### config.mk
export PLATFORM = sky130hd
export DESIGN_NAME = key_arbiter
export DESIGN_NICKNAME = d
export VERILOG_FILES = /design/src/rtl/key_arb_pkg.sv /design/src/rtl/key_repeat_timer.sv /design/src/rtl/key_arbiter.sv
export SDC_FILE = /design/constraint.sdc
export NUM_CORES = 1
export LEC_CHECK = 0
export BUFFER_PORTS_ARGS = -buffer_cell sky130_fd_sc_hd__buf_2
export CAP_MARGIN = 15
export CORE_MARGIN = 10
export CORE_UTILIZATION = 60
export CTS_CLUSTER_DIAMETER = 100
export DETAILED_ROUTE_END_ITERATION = 10
export HOLD_SLACK_MARGIN = 0.12
export PLACE_DENSITY = 0.8
export SYNTH_ARGS = -nofsm -noshare
export SYNTH_HDL_FRONTEND = slang
export SYNTH_SLANG_ARGS = --single-unit
### constraint.sdc
create_clock -name clk -period 2.4 [get_ports clk]
set_clock_uncertainty 0.15 [all_clocks]
set_input_delay 0.48 -clock clk [delete_from_list [all_inputs] [get_ports clk]]
set_output_delay 0.48 -clock clk [all_outputs]
set_load 0.02 [all_outputs]
### src/rtl/key_arb_pkg.sv
// Shared definitions for the key arbiter.
// Holds the default PS/2 scan codes (bit 8 = E0 extended prefix) of the game
// keys and the state encoding of the auto-repeat timer.
package key_arb_pkg;

  localparam int KEY_W = 9;

  localparam logic [KEY_W-1:0] KEY_LEFT  = 9'h16B;
  localparam logic [KEY_W-1:0] KEY_RIGHT = 9'h174;
  localparam logic [KEY_W-1:0] KEY_UP    = 9'h175;
  localparam logic [KEY_W-1:0] KEY_DOWN  = 9'h172;
  localparam logic [KEY_W-1:0] KEY_SPACE = 9'h029;

  typedef enum logic [1:0] {
    IDLE,
    DELAY,
    REPEAT
  } repeat_state_t;

endpackage

### src/rtl/key_repeat_timer.sv
// Typematic pulse generator for the selected key.
// Ports:
//   clk, reset    clock, asynchronous active-high reset
//   active_valid  a key is currently selected
//   key_changed   the selected key index differs from last cycle's
//   enable        pulse generation allowed
//   action_pulse  registered one-cycle pulse: new selection or repeat tick
module key_repeat_timer
  import key_arb_pkg::*;
#(
  parameter int REPEAT_DELAY  = 25_000_000,
  parameter int REPEAT_PERIOD = 5_000_000
) (
  input  logic clk,
  input  logic reset,
  input  logic active_valid,
  input  logic key_changed,
  input  logic enable,
  output logic action_pulse
);

  localparam int MAX_CNT = (REPEAT_DELAY > REPEAT_PERIOD) ? REPEAT_DELAY : REPEAT_PERIOD;
  localparam int CW      = $clog2(MAX_CNT);

  repeat_state_t state;
  logic [CW-1:0] cnt;

  always_ff @(posedge clk or posedge reset) begin
    if (reset) begin
      state        <= IDLE;
      cnt          <= '0;
      action_pulse <= 1'b0;
    end else if (!active_valid || !enable) begin
      state        <= IDLE;
      cnt          <= '0;
      action_pulse <= 1'b0;
    end else if (state == IDLE || key_changed) begin
      // A restart that lands on a repeat pulse is pushed back one cycle via
      // IDLE so two pulses never touch.
      if (action_pulse) begin
        state        <= IDLE;
        cnt          <= '0;
        action_pulse <= 1'b0;
      end else begin
        state        <= DELAY;
        cnt          <= CW'(REPEAT_DELAY - 1);
        action_pulse <= 1'b1;
      end
    end else if (cnt == '0) begin
      state        <= REPEAT;
      cnt          <= CW'(REPEAT_PERIOD - 1);
      action_pulse <= 1'b1;
    end else begin
      cnt          <= cnt - 1'b1;
      action_pulse <= 1'b0;
    end
  end

endmodule

### src/rtl/key_arbiter.sv
// Game-key arbiter fed by the PS/2 decoder strobes.
// Tracks held keys in a recency stack (top = most recently pressed) and
// selects the top entry; the repeat timer turns selections into action pulses.
// Ports:
//   clk, reset   clock, asynchronous active-high reset
//   keyCode      scan code, bit 8 = E0 prefix
//   make/brakee  one-cycle press / release strobes for keyCode
//   enable       gates pulse generation only
//   keyHeldVec   per-key held flags
//   activeKey    selected key index (0 when none)
//   activeValid  any arbitrated key held
//   actionPulse  one-cycle action pulse
module key_arbiter
  import key_arb_pkg::*;
#(
  parameter int                        NUM_KEYS      = 4,
  parameter logic [NUM_KEYS*KEY_W-1:0] KEY_CODES     = {KEY_DOWN, KEY_UP, KEY_RIGHT, KEY_LEFT},
  parameter int                        REPEAT_DELAY  = 25_000_000,
  parameter int                        REPEAT_PERIOD = 5_000_000
) (
  input  logic                        clk,
  input  logic                        reset,
  input  logic [KEY_W-1:0]            keyCode,
  input  logic                        make,
  input  logic                        brakee,
  input  logic                        enable,
  output logic [NUM_KEYS-1:0]         keyHeldVec,
  output logic [$clog2(NUM_KEYS)-1:0] activeKey,
  output logic                        activeValid,
  output logic                        actionPulse
);

  localparam int KW = $clog2(NUM_KEYS);

  logic [KW-1:0]       stk_key [NUM_KEYS];
  logic [NUM_KEYS-1:0] stk_vld;
  logic [KW-1:0]       nxt_key [NUM_KEYS];
  logic [NUM_KEYS-1:0] nxt_vld;
  logic [NUM_KEYS-1:0] nxt_held;
  logic [KW-1:0]       last_key;
  logic                hit;
  logic [KW-1:0]       hidx;
  logic                shift;
  logic                key_changed;

  // Descending scan so the lowest matching index is the one kept.
  always_comb begin
    hit  = 1'b0;
    hidx = '0;
    for (int i = NUM_KEYS - 1; i >= 0; i--) begin
      if (KEY_CODES[i*KEY_W +: KEY_W] == keyCode) begin
        hit  = 1'b1;
        hidx = KW'(i);
      end
    end
  end

  // Release is tested first so make+brakee on one key leaves it released.
  always_comb begin
    nxt_key  = stk_key;
    nxt_vld  = stk_vld;
    nxt_held = keyHeldVec;
    shift    = 1'b0;
    if (brakee && hit && keyHeldVec[hidx]) begin
      // Entries from the released key downward move up one place.
      for (int j = 0; j < NUM_KEYS - 1; j++) begin
        if (stk_vld[j] && stk_key[j] == hidx) shift = 1'b1;
        if (shift) begin
          nxt_key[j] = stk_key[j+1];
          nxt_vld[j] = stk_vld[j+1];
        end
      end
      nxt_key[NUM_KEYS-1] = '0;
      nxt_vld[NUM_KEYS-1] = 1'b0;
      nxt_held[hidx]      = 1'b0;
    end else if (make && !brakee && hit && !keyHeldVec[hidx]) begin
      nxt_key[0] = hidx;
      nxt_vld[0] = 1'b1;
      for (int j = 1; j < NUM_KEYS; j++) begin
        nxt_key[j] = stk_key[j-1];
        nxt_vld[j] = stk_vld[j-1];
      end
      nxt_held[hidx] = 1'b1;
    end
  end

  always_ff @(posedge clk or posedge reset) begin
    if (reset) begin
      for (int j = 0; j < NUM_KEYS; j++) stk_key[j] <= '0;
      stk_vld     <= '0;
      keyHeldVec  <= '0;
      activeKey   <= '0;
      activeValid <= 1'b0;
      last_key    <= '0;
    end else begin
      stk_key     <= nxt_key;
      stk_vld     <= nxt_vld;
      keyHeldVec  <= nxt_held;
      activeKey   <= nxt_vld[0] ? nxt_key[0] : '0;
      activeValid <= nxt_vld[0];
      last_key    <= activeKey;
    end
  end

  assign key_changed = activeValid && (activeKey != last_key);

  key_repeat_timer #(
    .REPEAT_DELAY  (REPEAT_DELAY),
    .REPEAT_PERIOD (REPEAT_PERIOD)
  ) u_timer (
    .clk          (clk),
    .reset        (reset),
    .active_valid (activeValid),
    .key_changed  (key_changed),
    .enable       (enable),
    .action_pulse (actionPulse)
  );

endmodule

# After elaboration in Yosys (flattened, before gate mapping)
# Cells that the tools add are included.
# word_totals
ff_bits	48
input_bits	14
output_inout_bits	8
# op_classes
add_sub_neg	1
order_cmp	2
eq_ne	10
n_mux	43
bitwise_logic	3
n_reduce_logical	22
# op_table
op	count
two-way mux 25 bit	4
== test 9 bit (first input constant)	4
logical NOT 25 bit	1
subtractor 25 x 1 -> 25 bit (second input constant)	1
two-way mux 2 bit	11
two-way mux 1 bit	20
two-way mux 4 bit	4
two-way mux 8 bit	2
logical AND 1 bit	10
== test 2 bit	3
AND 4 bit	1
logical NOT 1 bit	4
inequality test 2 x 1 -> 1 bit (second input constant)	2
inverter 4 bit	1
bitwise OR 4 bit	1
AND reduction 2 bit	2
< comparator 2 x 3 -> 1 bit (second input constant)	1
nonzero test 3 bit	1
binary-select mux 1 bit (select 2 bit)	1
demux 1 bit (select 2 bit)	1
greater-or-equal comparator 2 x 1 -> 1 bit (second input constant)	1
logical NOT 2 bit	1
logical OR 1 bit	2
inequality test 2 bit	1
nonzero test 2 bit	1

# Longest topological paths before layout
# logic_depth
word_depth	16
ltp_mapped	9

# Modules after synthesis
# From an unflattened synthesis, not the netlist that was laid out.
# unflattened
hier_cells	270
area_unflattened_um2	2820.2
# by_module_without_submodules
module	instances	cells_per_inst	area_per_inst_um2	seq_area_each_um2
key_repeat_timer	1	142	1426.4	700.7
key_arbiter	1	128	1393.8	500.5

# Worst setup path before layout
# OpenSTA, ideal clock, no wires.
# synth_timing
path_kind	input to register
start	in keyCode[1]
end	reg stk_key[2] in the netlist's numbering
arrival_ps	2080
required_ps	2125
path_slack_ps	45
path_stages	8
path_cell_list	buf_6 and4bb_1 nand4_1 a31o_1 a21boi_2 a211oi_1 o31ai_2 mux2_2
# synth_between
elab_chain_cells	15
elab_cells_between_ends	35
# synth_lines
item	line	rtl
start: declaration	key_arbiter.sv:23	input logic [KEY_W-1:0] keyCode,
== test 9 bit	key_arbiter.sv:51	if (KEY_CODES[i*KEY_W +: KEY_W] == keyCode) begin
two-way mux 2 bit (4 in a row)	key_arbiter.sv:51	
== test 2 bit	key_arbiter.sv:67	if (stk_vld[j] && stk_key[j] == hidx) shift = 1'b1;
logical AND 1 bit	key_arbiter.sv:67	
two-way mux 1 bit	key_arbiter.sv:67	
two-way mux 1 bit	key_arbiter.sv:64	if (brakee && hit && keyHeldVec[hidx]) begin
two-way mux 1 bit	key_arbiter.sv:67	
two-way mux 1 bit	key_arbiter.sv:64	
two-way mux 1 bit	key_arbiter.sv:67	
two-way mux 1 bit	key_arbiter.sv:64	
inequality test 2 x 1 -> 1 bit (no source line)	n/a	
AND reduction 2 bit (no source line)	n/a	
end signal: assignment	key_arbiter.sv:96	stk_key <= nxt_key;
end: declaration	key_arbiter.sv:35	logic [KW-1:0] stk_key [NUM_KEYS];
# Several ways; a longest one is shown, not always the timed one. The select of a mux whose other input is x is not followed.
# A chain may end at the register's enable or synchronous reset.

# Final worst setup path
# layout_timing
start	in keyCode[2]
end	reg stk_key[2] in the netlist's numbering
# Same word-level chain as after synthesis.

==> run metrics <==
status complete, no violations; worst vdd ir 0.000355 V; Detail Placement HPWL 4.62 mm; DR iter-0 viols 92; Vias 2266; Die X-Extent 87.4 microns; Final #Nets 342; crit path time final 2.25 ns; IO Count 22; Longest Clk Path Bufs 2; min-delay worst type flip-flop to flip-flop; GRT overflow 0; slack of the critical path 0.147 ns; Worst-Margin Slew 0.567 ns; crit share post-route 93.9%; WP buf/inv 2; Filler cells 310; Root Buffer clkbuf_8; site row count 24; clk sinks 48; WP data required 2.44 ns; post-route ant nets 0; Switching Share 28.9%; Setup crit start kind input pin; core box area 4380 sq um; CTS Buf Count 5; Flop pwr share 44.3%; post-synth design cell area 2720 sq um; Net Switching 0.559 mW; GPL Wtd Cong 0.904; Layout area overhead 19.8%; Crit-path slowest cell mux2_2; Syn Nets 287; synth top area cells dfrtp_1 44%, a21oi_1 5.5%, xnor2_1 3.9%, xor2_1 3.2%, nor2_1 3.0%; Max Cap Viol 0; share of cells above drive strength 1 27.4%; EDFF count, synth 0; maximum clock rate 444 MHz; vias in the first global route 2334; initial antenna violation count 0; Leak 1.63 nW; Critical Path Fanout Max 9; die area 7630 sq um; Cell Chain, Critical Path buf_2, nor2b_4, o211ai_2, a22oi_2, and3_1, inv_1, o31ai_2, mux2_2; Die Y-Extent 87.4 microns; H-tree depth 2; Avg Inst Size Synth 10.0 sq um; pwr dens 591 nW/um^2; relative slew slack 61.9%; Final Max Slew Viols 0; top-area cell type share of the netlist area 44.1%; Antenna diodes 0; worst hold margin 0.275 ns; post-CTS setup buffer count 0; internal power 1.37 mW; Gate Count Post-Synth 272; global-route wire length before repair 10.6 mm; largest net degree at the start of global routing 19; RSZ-0062 raised after global routing false; sequential fraction of the synthesis area 44.1%; Routed WL per cell 16.0 microns; Clk pin slew, worst setup/hold paths 0.08 ns; routed wire length 6.09 mm; initial cell density of the core 62.1%; power consumption 1.93 mW; post-route setup TNS 0 ns; Final Setup Violations 0; Synth Register Bits 48; Crit path max-delay family simple AND/OR/NAND/NOR gates; routed vias/inst 5.96; Clk pwr share 31.9%; max incr delay on CP 0.37 ns; Comb pwr share 23.8%; Clock Latency Late Sink 0.30 ns; cell accounting for the most synthesized area dfrtp_1; 1st-pass router iterations 4; CTS tree yes; fraction of registers with async set or reset after synthesis 100%; Final Hold Fails 0; Primary FF master, synth dfrtp_1; Port Buffers 21; DRC viols 0; crit path capture type flip-flop; synth warn 0; crit path kind input pin to flip-flop; Synth cell types 67; worst slack, placed -0.152 ns; WP data arrival 2.29 ns; GRT Util Overall 17.0%
==> worst paths after layout <==
kind	depth (start not counted)	from	endpoint	slack, ns
setup / recovery	8	keyCode[2]	stk_key[2]$_DFFE_PP0P_	0.15
max in group asynchronous	4	reset	activeKey[1]$_DFF_PP0_	1.01
setup reg to reg	6	u_timer.cnt[5]$_DFF_PP0_	u_timer.cnt[19]$_DFF_PP0_	0.15
hold / removal	0	activeKey[1]$_DFF_PP0_	last_key[1]$_DFF_PP0_	0.28
hold reg to reg	0	activeKey[1]$_DFF_PP0_	last_key[1]$_DFF_PP0_	0.28
min in group asynchronous	3	reset	asynchronous set/reset pin	0.53
==> power by group through the flow <==
| stage | Sequential (mW) | Combinational (mW) | Clock, mW |
|---|---|---|---|
| floorplan | 0.866 | 0.326 | 0 |
| global placement | 0.868 | 0.439 | 0 |
| detailed placement | 0.870 | 0.452 | 0 |
| CTS | 0.854 | 0.459 | 0.627 |
| global route | 0.858 | 0.511 | 0.656 |
| finish | 0.855 | 0.460 | 0.616 |
==> sequential cells by signal, indices dropped and copies added, names as in the netlist, named ones only <==
signal,count
activeKey,2
stk_key,8
u_timer.state,2
stk_vld,4
u_timer.action_pulse,1
last_key,2
u_timer.cnt,25
==> stage by stage <==
stage	util (%)	cell area (sq um)	instances
2_1_floorplan	-	2720	272
3_3_place_gp	71.2	3120	371
3_5_place_dp	71.2	3120	371
4_1_cts	74.2	3250	380
5_1_grt	74.5	3260	380
6_report	74.5	3260	380
==> layout by cell type, fill, tap and decap left out, drive strengths merged, types with 5 or more instances in the layout <==
master and n:
buf 58, dfrtp 48, a21oi 31, nor2 24, nand2 18, xnor2 12, nor3 11, xor2 10
inv 10, nand3 8, a31oi 6, clkbuf 6, and2 6, nand4b 5
==> per-layer routing <==
metal	routed length, microns	track usage, %	vias to the layer above	part of all wire (%)
met5	0	0	-	0
met4	113	5.94	0	1.9
met3	164	3.37	12	2.7
met2	3130	28.8	49	51
met1	2690	20.8	1089	44
li1	-	-	1116	-
==> logic make-up (layout without fill, tap and decap cells) <==
kind of cell               after synthesis  count (layout)  synth area share (%)
xor gates and xnor gates                22              22                  7.07
AOI/OAI and AO/OA                       71              71                  19.4
and+or+nand+nor                        104             104                  23.4
buffers and inverters                   21              77                  3.63
DFF                                     48              48                  44.1
muxes                                    5               5                  1.98
adders and majority gates                1               1                 0.459
==> cell usage after synthesis (all sizes together), types with 4 or more instances <==
cell type,count
xnor2,12
buf,9
nand2,18
and2,6
xor2,10
nand4b,5
nor2,24
a31oi,6
a21oi,31
inv,10
nand3,8
nor3,11
nor3b,4
nor2b,4
dfrtp,48
a31o,4
==> area by class of cell <==
cell class	count	area [sq um]	area share (%)
sequential	48	1200	36.8
clock buffer	6	82.6	2.53
timing repair buffer	59	405	12.4
clock inverter	2	38.8	1.19
inverter	10	37.5	1.15
multi-input combinational	203	1430	43.9
tap	52	65.1	1.99
==> repair_timing <==
action | CTS | global route
hold buffers | 1 | 0
setup endpoints to repair | 0 | 2
hold endpoints to repair | 15 | 0
resized for setup | 0 | 2
(Power assumes the default switching activity.)
